$ cat config.mk
export PLATFORM = sky130hd
export DESIGN_NAME = sk_wide_add_seq
export DESIGN_NICKNAME = d
export VERILOG_FILES = /design/src/rtl/sk_wide_add_seq.sv
export SDC_FILE = /design/constraint.sdc
export NUM_CORES = 2
export LEC_CHECK = 0
export CORE_AREA = 2 2 299 301
export DETAILED_ROUTE_END_ITERATION = 16
export DIE_AREA = 0 0 301 303
export PLACE_DENSITY_LB_ADDON = 0.3
export SLEW_MARGIN = 10
export SYNTH_ARGS = -nofsm -noshare
export SYNTH_HDL_FRONTEND = slang
export SYNTH_SLANG_ARGS = --single-unit
$ cat constraint.sdc
create_clock -name clk -period 8.37 [get_ports clk]
set_clock_uncertainty 0.2 [all_clocks]
set_input_delay 2.511 -clock clk [delete_from_list [all_inputs] [get_ports clk]]
set_output_delay 2.511 -clock clk [all_outputs]
set_load 0.02 [all_outputs]
$ cat src/rtl/sk_wide_add_seq.sv
// Multi-cycle wide adder/subtractor. One 64-bit limb pair per cycle goes
// through a single Sklansky prefix adder, LSB limb first, with a registered carry chain.

module SKadder_64 (
  input  logic [63:0] a_i,
  input  logic [63:0] b_i,
  input  logic        cin_i,
  output logic [63:0] sum_o,
  output logic        cout_o
);

  logic [63:0] gen, prop, grpG, grpP, nxtG, nxtP;
  int          j;

  // Sklansky prefix tree. Carry-in is folded into bit 0's generate, so
  // grpG[i] is the carry out of bit i.
  always_comb begin
    gen  = a_i & b_i;
    prop = a_i ^ b_i;
    grpG = gen;
    grpP = prop;
    grpG[0] = gen[0] | (prop[0] & cin_i);
    nxtG = grpG;
    nxtP = grpP;
    j    = 0;
    for (int l = 0; l < 6; l++) begin
      nxtG = grpG;
      nxtP = grpP;
      for (int i = 0; i < 64; i++) begin
        if (((i >> l) & 1) == 1) begin
          j       = ((i >> l) << l) - 1;
          nxtG[i] = grpG[i] | (grpP[i] & grpG[j]);
          nxtP[i] = grpP[i] & grpP[j];
        end
      end
      grpG = nxtG;
      grpP = nxtP;
    end
    sum_o  = prop ^ {grpG[62:0], cin_i};
    cout_o = grpG[63];
  end

endmodule

module sk_wide_add_seq #(
  parameter int LIMBS = 4,
  localparam int W    = 64 * LIMBS
) (
  input  logic         clk,
  input  logic         rst,
  input  logic         in_valid,
  output logic         in_ready,
  input  logic [W-1:0] in_a,
  input  logic [W-1:0] in_b,
  input  logic         in_cin,
  input  logic         in_sub,
  output logic         out_valid,
  input  logic         out_ready,
  output logic [W-1:0] out_sum,
  output logic         out_cout,
  output logic         out_ovf,
  output logic         busy
);

  localparam int LW = (LIMBS > 1) ? $clog2(LIMBS) : 1;

  typedef enum logic [1:0] {IDLE, RUN, DONE} state_t;

  state_t          state_q, state_d;
  logic [LW-1:0]   limb_q, limb_d;
  logic            carry_q, carry_d;
  logic [W-1:0]    a_q, a_d;
  logic [W-1:0]    b_q, b_d;
  logic [W-1:0]    sum_q, sum_d;
  logic            cout_q, cout_d;
  logic            ovf_q, ovf_d;
  logic            valid_q, valid_d;

  logic [63:0]     addA, addB, addSum;
  logic            addCout;
  logic            lastLimb;
  logic            accept;

  SKadder_64 u_adder (
    .a_i    (addA),
    .b_i    (addB),
    .cin_i  (carry_q),
    .sum_o  (addSum),
    .cout_o (addCout)
  );

  always_ff @(posedge clk) begin
    if (rst) begin
      state_q <= IDLE;
      limb_q  <= '0;
      carry_q <= 1'b0;
      a_q     <= '0;
      b_q     <= '0;
      sum_q   <= '0;
      cout_q  <= 1'b0;
      ovf_q   <= 1'b0;
      valid_q <= 1'b0;
    end else begin
      state_q <= state_d;
      limb_q  <= limb_d;
      carry_q <= carry_d;
      a_q     <= a_d;
      b_q     <= b_d;
      sum_q   <= sum_d;
      cout_q  <= cout_d;
      ovf_q   <= ovf_d;
      valid_q <= valid_d;
    end
  end

  always_comb begin
    state_d = state_q;
    case (state_q)
      IDLE:    if (accept) state_d = RUN;
      RUN:     if (lastLimb) state_d = DONE;
      DONE:    if (valid_q && out_ready) state_d = IDLE;
      default: state_d = IDLE;
    endcase
  end

  // Subtraction is A + ~B + 1, so B is inverted and the carry forced at accept.
  always_comb begin
    in_ready  = ~rst && (state_q == IDLE);
    busy      = (state_q == RUN) || (state_q == DONE);
    accept    = in_valid && in_ready;
    lastLimb  = (limb_q == LW'(LIMBS - 1));
    addA      = a_q[{limb_q, 6'b0} +: 64];
    addB      = b_q[{limb_q, 6'b0} +: 64];
    out_valid = valid_q;
    out_sum   = sum_q;
    out_cout  = cout_q;
    out_ovf   = ovf_q;

    limb_d  = limb_q;
    carry_d = carry_q;
    a_d     = a_q;
    b_d     = b_q;
    sum_d   = sum_q;
    cout_d  = cout_q;
    ovf_d   = ovf_q;
    valid_d = valid_q;

    case (state_q)
      IDLE: begin
        if (accept) begin
          a_d     = in_a;
          b_d     = in_sub ? ~in_b : in_b;
          carry_d = in_sub | in_cin;
          limb_d  = '0;
        end
      end
      RUN: begin
        sum_d[{limb_q, 6'b0} +: 64] = addSum;
        carry_d = addCout;
        limb_d  = limb_q + LW'(1);
        if (lastLimb) begin
          limb_d  = '0;
          cout_d  = addCout;
          ovf_d   = (a_q[W-1] == b_q[W-1]) && (addSum[63] != a_q[W-1]);
          valid_d = 1'b1;
        end
      end
      DONE: begin
        if (valid_q && out_ready) valid_d = 1'b0;
      end
      default: ;
    endcase
  end

endmodule
# [Word level (Yosys, flattened, before mapping)]
# Index checks and enable logic that the tools add are counted.
[word_totals] regBits=776 input_bits=518 output_inout_bits=261 elab_cells=571
[op_classes] n_addsub=2 n_eq_ne=8 shift=4 n_mux=14 n_bitwise=521 reduce_logical=13
[op_table] cell="$shiftx A256 B9 Y64" n=2
[op_table] cell="$and A1 B1 Y1" n=322
[op_table] cell="$bwmux W256" n=1
[op_table] cell="$mux W256" n=1
[op_table] cell="$not A256 Y256" n=1
[op_table] cell="$shift A64 B10 Y256 const A" n=1
[op_table] cell="$shiftx A64 B10 Y256" n=1
[op_table] cell="$or A1 B1 Y1" n=194
[op_table] cell="$xor A64 B64 Y64" n=2
[op_table] cell="$and A64 B64 Y64" n=1
[op_table] cell="$mux W2" n=5
[op_table] cell="$neg A8 Y10" n=1
[op_table] cell="$ne A2 B2 Y1 const B" n=3
[op_table] cell="$pmux W2 S3" n=1
[op_table] cell="$reduce_and A2 Y1" n=3
[op_table] cell="$reduce_and A3 Y1" n=2
[op_table] cell="$eq A2 B2 Y1 const B" n=2
[op_table] cell="$logic_and A1 B1 Y1" n=4
[op_table] cell="$pmux W1 S2" n=2
[op_table] cell="$pmux W2 S2" n=1
[op_table] cell="$reduce_bool A2 Y1" n=2
[op_table] cell="$mux W1" n=3
[op_table] cell="$add A2 B1 Y2 const B" n=1
[op_table] cell="$eq A2 B1 Y1 const B" n=1
[op_table] cell="other kinds (5)" n=5

# [Longest topological paths before layout]
[logic_depth] ltp_word=19 mapped_depth=17

# [By module]
# From an unflattened synthesis, not the netlist that was laid out.
[unflattened] cells_unflattened=3582 hier_area_um2=36252.3
[modules_own_cells] module="sk_wide_add_seq" n_inst=1 cells_per_inst=3220 area_each_um2=33463.3 seq_area_each_um2=15534.9
[modules_own_cells] module="SKadder_64" n_inst=1 cells_per_inst=362 area_each_um2=2788.9 seq_area_each_um2=0.0

# [Worst setup path after synthesis]
# No wires, ideal clock.
[synth_path] kind="input to output" startpoint="input rst" endpoint="output in_ready" t_arrival_ps=3706 t_required_ps=5659 path_slack_ps=1953 path_stages=5 path_buffers=4 path_cell_list="clkbuf_1 > clkbuf_1 > clkbuf_1 > clkbuf_1 > nor2_1"
[synth_between] elab_chain_len=2
[synth_rtl] item="start: declaration" line="50" source="input logic rst,"
[synth_rtl] item="$not A1 Y1" line="128" source="in_ready = ~rst && (state_q == IDLE);"
[synth_rtl] item="$logic_and A1 B1 Y1" line="128"
[synth_rtl] item="end: declaration" line="52" source="output logic in_ready,"
# Every way passes these cells.

# [Final worst setup path]
# Ends and elaborated chain as after synthesis.

==> results.cfg <==
[power]
p_leak_nw = 16.3
finalPower_mw = 10.4
vdd_drop_max_mv = 0.162
powerDensity_nw_per_um2 = 225

[global_route]
grt.total_usage_pct = 25.6
grt_pass1_wl_um = 176000
gr-total-overflow = 0
antenna_found_initial = 34
grt_pass1_vias = 27400
grt_max_degree = 228

[die]
row_count = 109
initial_core_util_pct = 39.2
coreArea_um2 = 88000
die_area_um2 = 91200
io_pins = 779
die_w_um = 301
die_h_um = 303

[critical_path]
worstPathMaxFanout = 106
r2r_start = limb_q[0]$_SDFFE_PP0P_
critPathKind = in2out
endpoint_kind = output port
crit_path_start_kind = input pin
cp.arrival_ps = 3700
rrSetupSlack_ps = 2260
rr_endpoint = out_sum[119]$_SDFFE_PP0P_
ff2ff_path_depth = 12
required_ps = 5660

[routing]
via_per_inst = 5.30
drc_errors = 0
vias = 29100
drt_iter0_drc = 2194
wl_per_cell_um = 22.1
wl_um = 122000
ant_nets = 0
dr.pass1.iters = 6

[synthesis]
synth_top_area_share_pct = 45.0
syn_avg_cell_area_um2 = 9.52
yosysTopAreaCell = dfxtp_1
syn-num-nets = 4222
synthCells = 3625
ys_async_sr_fraction_pct = 0
ys.warnings.count = 0
ys_types = 63
yosysSeqAreaShare_pct = 45.0
synth_seq_cells = 776
syn_area_um2 = 34500
synth.area.top_cells = dfxtp_1 (45%), mux4_2 (8.4%), xnor2_1 (7.1%)
synth_enable_flop_cells = 0
synthFlopType = dfxtp_1

[worst_hold_path]
min_path_type = reg2reg
hold_path.startpoint = out_sum[98]$_SDFFE_PP0P_
whs_endpoint = out_sum[98]$_SDFFE_PP0P_
worst_hold_path.num_cells = 2

[timing]
setup_violations = 0
rsz0062_at_grt = no
slew_violations = 0
hold_viol = 0
finalSetupTns_ps = 0
worst_pin_slew_ps = 1200
fin_ws_ps = 1960
clock.fmax_ghz = 0.156
fin_crit_sh_pct = 76.6
maxSlewHeadroom_pct = 19.5
fin_crit_ps = 6410
whs_ps = 257

[cells_and_area]
finish.utilization_pct = 52.5
final_common_cell = clkdlybuf4s50_1
syn2layout_area_growth_pct = 33.8
fillers = 7985
postLayoutCellArea_um2 = 46200
layout-drive-gt1-share_pct = 7.99
nNetsFinal = 4841
mostFrequentLayoutCells = clkdlybuf4s50_1 (776), dfxtp_1 (774), nor2_1 (439), nand2_1 (319), o21ai_0 (289)
fin_cells = 5495

[place]
portBuffers = 778
pre_cts_ws_ps = 1960
hpwl_um = 89000
dpl_cell_area_um2 = 43300
place_inst = 5324
gp_congestion = 0.867

[clock_tree]
insertion_delay_ps = 620
path_clk_slew_ps = 60
cts_sinks = 776
cts_tree = yes
numCtsBuffers = 83
cts_resized = 0
cts_buffer_depth = 3
cts-hold-fix-buffers = 0
cts_root_buf = clkbuf_16
cts_setup_buffers = 0
cts_max_level = 3

[flow_run]
maxCapViolCount = 0

[outcome]
status = finished, final reports clean
==> logic make-up (layout without fill, tap and decap cells) <==
logic type	after synthesis	in the layout	synth area share, %
xor gates and xnor gates	296	296	7.51
and+or+nand+nor	1102	1102	14.4
buffers and inverters	319	998	3.47
other	0	26	0
AOI/OAI and AO/OA	918	918	18.0
muxes	135	135	8.55
adders and majority gates	79	79	3.02
DFF	776	776	45.0
==> registers in the layout (all words and copies together) (netlist names) <==
register	flops
out_valid	1
limb_q	2
state_q	2
b_q	256
out_ovf	1
a_q	256
out_sum	256
carry_q	1
out_cout	1
==> power by group <==
part / total [mW] / internal [mW] / switching [mW]
logic: 2.33 / 0.982 / 1.34
registers: 4.22 / 4.03 / 0.189
clock network: 3.84 / 2.26 / 1.58
total: 10.4 / 7.27 / 3.12
==> routing by layer <==
layer | wire [µm] | vias to the layer above | track usage (%)
met3 | 7490 | 212 | 3.91
li1 | - | 14000 | -
met1 | 53300 | 13900 | 34.9
met2 | 56700 | 1016 | 40.8
met5 | 90 | - | 0
met4 | 4010 | 14 | 10.2
==> synthesized netlist by cell type (7+ instances only) <==
master	count
a211oi_1	264
xnor2_1	281
buf_1	25
nor2_1	444
ha_1	72
o21a_1	11
dfxtp_1	776
nand2b_1	267
xor2_1	15
clkbuf_1	265
a22oi_1	73
inv_1	28
a32o_1	10
nand4_1	9
a21oi_1	81
nand2_1	319
a21o_1	13
mux4_2	128
or3_1	11
mux2i_1	7
a22o_1	117
o21ai_0	290
nand3_1	10
nor3_1	12
fa_1	7
==> critical path, cell delays in order <==
cell and delay [ps]:
buf_8 510, nor2_1 90, clkdlybuf4s50_1 560
==> worst max-delay path by stage <==
| stage | start | to | slack [ps] | cells past startpoint |
|---|---|---|---|---|
| floorplan | rst | in_ready | 1950 | 5 |
| global placement | rst | in_ready | 1980 | 3 |
| detailed placement | rst | in_ready | 1960 | 3 |
| CTS | rst | in_ready | 1950 | 3 |
| global route | limb_q[0]$_SDFFE_PP0P_ | out_sum[119]$_SDFFE_PP0P_ | 1850 | 12 |
| finish | rst | in_ready | 1960 | 3 |
==> area by class of cell <==
type | count | area (µm²) | area share, %
inverters | 28 | 105 | 0.227
repair buffers | 825 | 8290 | 17.9
flip-flops and latches | 776 | 15500 | 33.6
multi-input cells | 2530 | 17900 | 38.8
diodes | 26 | 65.1 | 0.141
clock inverters | 32 | 479 | 1.04
clock buffers | 113 | 2350 | 5.09
well taps | 1165 | 1460 | 3.15
Note: power is estimated with default switching activity, not from simulation.
